==> config.mk <==
export PLATFORM = sky130hd
export DESIGN_NAME = morph_dilate
export DESIGN_NICKNAME = d
export VERILOG_FILES = /design/src/rtl/morph_dilate_pkg.sv /design/src/rtl/morph_dilate_line_buffer.sv /design/src/rtl/morph_dilate.sv
export SDC_FILE = /design/constraint.sdc
export NUM_CORES = 2
export LEC_CHECK = 0
export ABC_AREA = 1
export CAP_MARGIN = 20
export CELL_PAD_IN_SITES_DETAIL_PLACEMENT = 0
export CELL_PAD_IN_SITES_GLOBAL_PLACEMENT = 1
export CORE_ASPECT_RATIO = 1.75
export CORE_UTILIZATION = 51
export CTS_CLUSTER_DIAMETER = 50
export CTS_CLUSTER_SIZE = 14
export DETAILED_ROUTE_END_ITERATION = 8
export PLACE_DENSITY_LB_ADDON = 0.1
export SLEW_MARGIN = 0
export SYNTH_ARGS = -nofsm -noshare
export SYNTH_HDL_FRONTEND = slang
export SYNTH_SLANG_ARGS = --single-unit
==> constraint.sdc <==
create_clock -name clk -period 15.9 [get_ports clk]
set_input_delay 1.59 -clock clk [delete_from_list [all_inputs] [get_ports clk]]
set_output_delay 1.59 -clock clk [all_outputs]
set_load 0.02 [all_outputs]
==> src/rtl/morph_dilate_pkg.sv <==
// Shared constants, window type and mask helpers for the binary dilation stage.
// Build option MORPH_DILATE_CROSS_EN selects a plus-shaped structuring element instead of the 3x3 square.
package morph_pkg;

  localparam int DEF_IMG_WIDTH  = 640;
  localparam int DEF_IMG_HEIGHT = 480;
  localparam int COL_W          = $clog2(DEF_IMG_WIDTH);
  localparam int ROW_SAT        = 2;

  // Indexed [column age][row age]; age 0 is the newest column and the current row.
  typedef logic [2:0][2:0] win_t;

  function automatic win_t se_mask();
`ifdef MORPH_DILATE_CROSS_EN
    se_mask = {3'b010, 3'b111, 3'b010};
`else
    se_mask = {3'b111, 3'b111, 3'b111};
`endif
  endfunction

  // A tap k steps back is inside the frame once the saturated position has reached k.
  function automatic logic [2:0] age_keep(input logic [1:0] pos_sat);
    age_keep = {(pos_sat >= 2'd2), (pos_sat >= 2'd1), 1'b1};
  endfunction

endpackage

==> src/rtl/morph_dilate_line_buffer.sv <==
// Two-line pixel delay feeding the dilation window: tap1 is the row above, tap0 two rows above.
module dilate_line_buffer
  import morph_pkg::*;
#(
  parameter int DEPTH = DEF_IMG_WIDTH,
  parameter int AW    = COL_W
) (
  input  logic          clk,
  input  logic          we,
  input  logic [AW-1:0] addr,
  input  logic          din,
  output logic          tap0,
  output logic          tap1
);

  logic line1_q [DEPTH];
  logic line0_q [DEPTH];

  assign tap1 = line1_q[addr];
  assign tap0 = line0_q[addr];

  // Each column cascades one line down per valid beat; stale contents are hidden by row masking.
  always_ff @(posedge clk) begin
    if (we) begin
      line1_q[addr] <= din;
      line0_q[addr] <= line1_q[addr];
    end
  end

endmodule

==> src/rtl/morph_dilate.sv <==
// 3x3 binary dilation on a raster pixel stream; output trails the input by exactly two cycles.
// Build option MORPH_DILATE_CROSS_EN: plus-shaped element (corners ignored) instead of the full square.
module morph_dilate
  import morph_pkg::*;
#(
  parameter int IMG_WIDTH  = DEF_IMG_WIDTH,
  parameter int IMG_HEIGHT = DEF_IMG_HEIGHT,
  parameter int DATA_WIDTH = 1
) (
  input  logic                  clk,
  input  logic                  reset_n,
  input  logic [DATA_WIDTH-1:0] data_in,
  input  logic                  data_in_valid,
  input  logic                  data_in_hs,
  input  logic                  data_in_vs,
  output logic                  data_out,
  output logic                  data_out_valid,
  output logic                  data_out_hs,
  output logic                  data_out_vs
);

  localparam int CW = (IMG_WIDTH > 1) ? $clog2(IMG_WIDTH) : 1;
  localparam logic [CW-1:0] COL_LAST = CW'(IMG_WIDTH - 1);
  localparam int ROW_LIMIT = ((IMG_HEIGHT - 1) < ROW_SAT) ? (IMG_HEIGHT - 1) : ROW_SAT;
  localparam logic [1:0] ROW_TOP = 2'(ROW_LIMIT);

  logic          vs_rise;
  logic [CW-1:0] col_pos;
  logic [1:0]    row_pos;
  logic [1:0]    col_sat;
  logic          tap0;
  logic          tap1;
  win_t          se;
  win_t          masked;
  logic [2:0]    col_keep;
  logic [2:0]    row_keep;
  logic          hit;

  logic          vs_q,        vs_d;
  logic [CW-1:0] col_q,       col_d;
  logic [1:0]    row_q,       row_d;
  logic          armed_q,     armed_d;
  win_t          win_q,       win_d;
  logic [1:0]    col_m_q,     col_m_d;
  logic [1:0]    row_m_q,     row_m_d;
  logic          vld1_q,      vld1_d;
  logic          arm1_q,      arm1_d;
  logic          out_q,       out_d;
  logic          out_vld_q,   out_vld_d;
  logic [1:0]    hs_dly_q,    hs_dly_d;
  logic [1:0]    vs_dly_q,    vs_dly_d;

  dilate_line_buffer #(
    .DEPTH (IMG_WIDTH),
    .AW    (CW)
  ) u_lbuf (
    .clk  (clk),
    .we   (data_in_valid),
    .addr (col_pos),
    .din  (data_in[0]),
    .tap0 (tap0),
    .tap1 (tap1)
  );

  // Frame-start override, pixel position of the current beat and counter advance.
  always_comb begin
    vs_rise = data_in_vs & ~vs_q;
    vs_d    = data_in_vs;
    col_pos = vs_rise ? {CW{1'b0}} : col_q;
    row_pos = vs_rise ? 2'd0 : row_q;
    armed_d = vs_rise ? 1'b1 : armed_q;
    col_sat = (col_pos >= CW'(2)) ? 2'd2 : col_pos[1:0];
    col_d   = col_pos;
    row_d   = row_pos;
    if (data_in_valid) begin
      if (col_pos == COL_LAST) begin
        col_d = {CW{1'b0}};
        row_d = (row_pos >= ROW_TOP) ? ROW_TOP : row_pos + 2'd1;
      end else begin
        col_d = col_pos + CW'(1);
        row_d = row_pos;
      end
    end else begin
      col_d = col_pos;
      row_d = row_pos;
    end
  end

  // Window shift plus the position it was taken at, which drives the edge masks.
  always_comb begin
    win_d   = win_q;
    col_m_d = col_m_q;
    row_m_d = row_m_q;
    if (data_in_valid) begin
      win_d   = {win_q[1], win_q[0], {tap0, tap1, data_in[0]}};
      col_m_d = col_sat;
      row_m_d = row_pos;
    end else begin
      win_d   = win_q;
      col_m_d = col_m_q;
      row_m_d = row_m_q;
    end
  end

  // Masked OR over the window; out-of-frame taps never contribute.
  always_comb begin
    se       = se_mask();
    col_keep = age_keep(col_m_q);
    row_keep = age_keep(row_m_q);
    masked   = 9'b0;
    hit      = 1'b0;
    for (int k = 0; k < 3; k++) begin
      masked[k] = win_q[k] & se[k] & row_keep & (col_keep[k] ? 3'b111 : 3'b000);
      hit       = hit | (|masked[k]);
    end
  end

  // Output stage and sync delays; data_out holds between valid results.
  always_comb begin
    vld1_d    = data_in_valid;
    arm1_d    = armed_d;
    out_vld_d = vld1_q & arm1_q;
    hs_dly_d  = {hs_dly_q[0], data_in_hs};
    vs_dly_d  = {vs_dly_q[0], data_in_vs};
    if (vld1_q) begin
      out_d = hit;
    end else begin
      out_d = out_q;
    end
  end

  // All state of the stage.
  always_ff @(posedge clk or negedge reset_n) begin
    if (!reset_n) begin
      vs_q      <= 1'b0;
      col_q     <= {CW{1'b0}};
      row_q     <= 2'd0;
      armed_q   <= 1'b0;
      win_q     <= 9'b0;
      col_m_q   <= 2'd0;
      row_m_q   <= 2'd0;
      vld1_q    <= 1'b0;
      arm1_q    <= 1'b0;
      out_q     <= 1'b0;
      out_vld_q <= 1'b0;
      hs_dly_q  <= 2'd0;
      vs_dly_q  <= 2'd0;
    end else begin
      vs_q      <= vs_d;
      col_q     <= col_d;
      row_q     <= row_d;
      armed_q   <= armed_d;
      win_q     <= win_d;
      col_m_q   <= col_m_d;
      row_m_q   <= row_m_d;
      vld1_q    <= vld1_d;
      arm1_q    <= arm1_d;
      out_q     <= out_d;
      out_vld_q <= out_vld_d;
      hs_dly_q  <= hs_dly_d;
      vs_dly_q  <= vs_dly_d;
    end
  end

  assign data_out       = out_q;
  assign data_out_valid = out_vld_q;
  assign data_out_hs    = hs_dly_q[1];
  assign data_out_vs    = vs_dly_q[1];

endmodule

After elaboration in Yosys (flattened, before gate mapping)
Memories as Yosys holds them, arrays and structs flattened. A register that Yosys moved wholly into a read port is not among the register bits.
Cells that the tools add are included.
W data, S select, Z words.
- add/subtract/negate cells: 2
- magnitude comparators: 6
- equality and inequality tests: 1
- multiplexer cells: 12
- bitwise gates (word level): 10
- reductions and logical operators: 4
- operators by type and width (cell ; count):
    $mux W10 ; 3
    $and A3 B3 Y3 ; 5
    $add A10 B1 Y10 const B ; 1
    $eq A10 B10 Y1 const B ; 1
    $ge A10 B2 Y1 const B ; 1
    $mux W2 ; 5
    $reduce_or A3 Y1 ; 3
    $ge A2 B2 Y1 const B ; 3
    $mux W3 ; 2
    $ge A2 B1 Y1 const B ; 2
    $add A2 B1 Y2 const B ; 1
    $and A1 B1 Y1 ; 2
    $mux W1 ; 2
    $or A1 B1 Y1 ; 2
    $logic_not A1 Y1 ; 1
    $not A1 Y1 ; 1
- register bits after elaboration: 34
- bits in writable memories: 1280
- input port bits: 6
- output and inout bits: 4
- word-level logic and storage cells: 51
- memories: 2
- memories (memory ; words ; width ; rd ports ; clocked after memory_dff ; write ports ; RTL line ; source):
    u_lbuf.line0_q ; 640 ; 1 ; 1 ; 1 ; 1 ; morph_dilate_line_buffer.sv:17 ; logic line0_q [DEPTH];
    u_lbuf.line1_q ; 640 ; 1 ; 1 ; 0 ; 1 ; morph_dilate_line_buffer.sv:16 ; logic line1_q [DEPTH];

Longest topological paths before layout
- word-level depth: 7
- mapped depth: 21
- mapped depth without buffers: 19

Cells and area by module
From an unflattened synthesis, not the netlist that was laid out.
- cells, all modules: 5257
- area total of the unflattened synthesis: 55201.7 µm²
- by module, submodules not included (module ; times used ; cells each ; area an instance (µm²) ; sequential area each (µm²)):
    dilate_line_buffer ; 1 ; 5065 ; 53545.1 ; 38436.9
    morph_dilate ; 1 ; 192 ; 1656.6 ; 825.8

Worst setup path after synthesis
Ideal clock, no wire load.
- path type: input port to flip-flop
- start point: input port data_in_vs
- end point: memory u_lbuf.line0_q[0], data pin
- setup time: 1.869 ns
- data arrival time: 11.027 ns
- required time: 14.031 ns
- setup slack: 3.004 ns
- cell stages on the path: 16
- path buffers: 3
- path through: nand2_2 > nand2_2 > buf_4 > buf_2 > clkbuf_1 > o22ai_1 > nand2_1 > nand3_1 > nand2_1 > nand3_1 > nand2_1 > nor2_1 > nand2_1 > nand3_1 > nand3_1 > and2_1
- cells in the longest elaborated chain, start to end: 3
- RTL lines (what ; RTL line ; source):
    start: declaration ; morph_dilate.sv:15 ; input logic data_in_vs,
    $and A1 B1 Y1 ; morph_dilate.sv:67 ; vs_rise = data_in_vs & ~vs_q;
    $mux W10 ; morph_dilate.sv:69 ; col_pos = vs_rise ? {CW{1'b0}} : col_q;
    $mem_v2 Z640 W1 ; - ;
    via tap1 ; morph_dilate.sv:32 ; logic tap1;
    end: declaration ; morph_dilate_line_buffer.sv:17 ;
The timed path passes the listed nets, and every way through them passes these cells.

Worst setup path in the final report
- start point: input port data_in_vs
- end point: memory u_lbuf.line0_q[183], data pin
Same word-level chain as after synthesis.

==> run_results.csv <==
group,metric,value,unit
global_route,antenna_found_initial,3,
critical_path,crit_path_end_kind,"flop",
timing,slew_headroom,0.0196,
placed_design,dp_hpwl,98800,um
route,vias_per_cell,5.80,
critical_path,path_depth,19,
power_and_ir_drop,p_total,7.86,mW
power_and_ir_drop,peakVddDrop,0.146,mV
timing,rsz0062_at_grt,"no",
timing,finalCriticalPeriod,8.43,ns
power_and_ir_drop,power_frac_seq,0.514,
timing,hold_violations,0,
status,status,"completed",
final_layout,final_cell_mix,"1280 x edfxtp_1, 1235 x nor2_1, 871 x nand2_1, 567 x nand3_1, 424 x inv_1",
power_and_ir_drop,pwr-share-clk,0.320,
timing,worst_slack,7.47,ns
power_and_ir_drop,p_sw,2.24,mW
route,wl,174000,um
logic_synthesis,ys_warn_count,0,
min_path,hp-class,"reg2reg",
floorplanning,initial_core_util,0.517,
critical_path,slowest_delay,0.92,ns
cts,cts_tree,"done",
cts,ctsResizeCount,0,
cts,cts.sinks,1313,
cts,cts_setup_buffers,0,
final_layout,final_net_count,5395,
critical_path,crit_family,"buffers and inverters",
route,vias,40000,
final_layout,utilization,0.557,
floorplanning,chipWidth,256,um
logic_synthesis,ys_seq_area_frac,0.681,
cts,clk_pin_slew_worst_paths,0.06,ns
placed_design,io_buffers,9,
critical_path,path_cells,"clkdlybuf4s50_1, nand2_8, buf_4, nand2_1, nor2_4, buf_4, inv_1, a21oi_1, nor2_1, nand2_1, nand3_1, nand2_1, nor2_1, nand2_1, nand3_1, nand3_1, and2_4, buf_12, buf_4",
critical_path,crit_buf_inv,6,
timing,whs,0.375,ns
floorplanning,rows,162,
timing,finalCritPeriodShare,0.530,
logic_synthesis,synth_nets,5542,
critical_path,startpoint_type,"primary input",
global_route,grt_pass1_wl,256000,um
final_layout,drive_above_1_share,0.0621,
global_route,grt.total_usage,0.305,
power_and_ir_drop,power.internal,5.62,mW
cts,ctsHoldBuffers,0,
route,initialDrtViolationCount,3510,
route,dr.pass1.iters,8,
placed_design,gp_congestion,0.818,
power_and_ir_drop,p_per_area,126,nW/um2
logic_synthesis,synth-seq-cells,1313,
final_layout,postLayoutCellArea,62200,um2
critical_path,cp.required,16.28,ns
final_layout,area_growth,7.89,%
route,drt-wirelength-per-cell,25.2,um
cts,clkLatencyLatePin,0.74,ns
cts,numCtsBuffers,110,
cts,cts_root_buf,"clkbuf_16",
timing,finalSetupTns,0,ns
placed_design,pre_cts_ws,6.89,ns
final_layout,n_antenna_cell,0,
placed_design,place_area,59100,um2
critical_path,cp_data_arrival_time,8.80,ns
cts,htree_levels,3,
floorplanning,fp.dieH,447,um
logic_synthesis,synth_cell_types,39,
timing,fin_skew,0.0269,ns
floorplanning,core-area,112000,um2
global_route,grt_max_degree,244,
timing,fmax,0.119,GHz
critical_path,crit_fanout,243,
final_layout,final_common_cell,"edfxtp_1",
critical_path,rr_worst_depth,19,
placed_design,dp_cells,6749,
flow_run,maxCapViolCount,0,
min_path,hold_depth,0,
logic_synthesis,synth_edf_count,1280,
power_and_ir_drop,leakage,22.2,nW
route,ant_nets,0,
logic_synthesis,synthFlopType,"edfxtp_1",
timing,setup_viol,0,
timing,slew_violations,0,
floorplanning,dieArea,115000,um2
timing,worst_pin_slew,1.47,ns
route,route.detailed.drc,0,
critical_path,cpMaxStageDelayCell,"buf_4",
floorplanning,ioPinCount,10,
critical_path,r2r_slack,8.42,ns
logic_synthesis,syn_avg_cell_area,10.4,um2
power_and_ir_drop,sw_frac_of_total,0.285,
cts,ctsLongestPathBuffers,3,
critical_path,path_class,"in2reg",
critical_path,cp_common_cell,"nand2_1",
global_route,grt_pass1_vias,40000,
logic_synthesis,async_flop_share,0.0251,
logic_synthesis,postSynthCellCount,5532,
power_and_ir_drop,comb_power_share,0.166,
final_layout,instances_no_fill,6905,
global_route,grt_remaining_overflow,0,
logic_synthesis,syn-cell-area,57700,um2
## worst paths after layout
kind,start,to
setup / recovery,data_in_vs,u_lbuf.line0_q[183]
setup reg to reg,vs_dly_q[0],u_lbuf.line0_q[183]
hold / removal,hs_dly_q[0],hs_dly_q[1]
hold reg to reg,hs_dly_q[0],hs_dly_q[1]
min in group asynchronous,reset_n,hs_dly_q[1]
max in group asynchronous,reset_n,col_q[0]
## routing by layer
layer | track usage | wire [um] | vias to the layer above
met4 | 0.151 | 8930 | 0
met3 | 0.0326 | 9440 | 367
met5 | 0 | 0 | -
met1 | 0.364 | 65100 | 20000
met2 | 0.547 | 90500 | 1357
li1 | - | - | 18300
## sequential cells by signal, summed over array words and instances, names as in the netlist
register and flops:
win_q 9, vld1_q 1, hs_dly_q 2, col_m_q 2, data_out 1, data_out_valid 1
vs_dly_q 2, arm1_q 1, row_q 2, u_lbuf.line1_q 640, u_lbuf.line0_q 640, row_m_q 2
col_q 10
## cell type report
| type | instances | area [um2] |
|---|---|---|
| fillers | 9793 | 49400 |
| flip-flops and latches | 1313 | 39300 |
| multi-input cells | 3408 | 15300 |
| clock buffers | 134 | 2920 |
| well taps | 1476 | 1850 |
| inverters | 434 | 1630 |
| repair buffers | 118 | 1050 |
| clock inverters | 22 | 188 |
## kinds of logic (layout without fill, tap and decap cells)
group	after synthesis	count (layout)	synth area share
xor+xnor	2	2	0.000304
mux	1	1	0.000174
flops	1313	1313	0.681
fa+ha+maj	4	4	0.000868
buf+inv	811	708	0.0560
simple gates	2946	2946	0.218
compound gates	455	455	0.0440
## power by group through the flow
stage | Combinational (mW) | Sequential (mW) | Clock [mW]
final | 1.31 | 4.04 | 2.51
after global routing | 1.42 | 4.04 | 2.66
after CTS | 1.31 | 4.04 | 2.55
after detailed placement | 1.31 | 4.11 | 0
after global placement | 1.31 | 4.11 | 0
after floorplan | 0.792 | 4.25 | 0
## cell usage after synthesis (2+ instances only)
cell | n | share of area
xor2_1 | 2 | 0.00030
inv_2 | 9 | 0.00059
clkbuf_1 | 175 | 0.011
nor2_2 | 8 | 0.00087
or2_1 | 3 | 0.00033
ha_1 | 4 | 0.00087
o221ai_1 | 15 | 0.0023
or2_0 | 8 | 0.00087
inv_1 | 424 | 0.028
nor2_1 | 1237 | 0.080
nand3b_1 | 144 | 0.019
dfrtp_1 | 33 | 0.014
o21ai_0 | 268 | 0.023
o22ai_1 | 48 | 0.0052
nand3_1 | 579 | 0.050
o21ai_1 | 15 | 0.0013
nand2_2 | 2 | 0.00022
nor4_1 | 2 | 0.00022
buf_1 | 57 | 0.0037
nand4_1 | 10 | 0.0011
edfxtp_1 | 1280 | 0.67
or2_2 | 55 | 0.0060
nor3_1 | 21 | 0.0018
a21oi_1 | 51 | 0.0044
o211ai_1 | 52 | 0.0068
nand2_1 | 874 | 0.057
buf_2 | 144 | 0.012
Power figures use the tool's default switching activity.
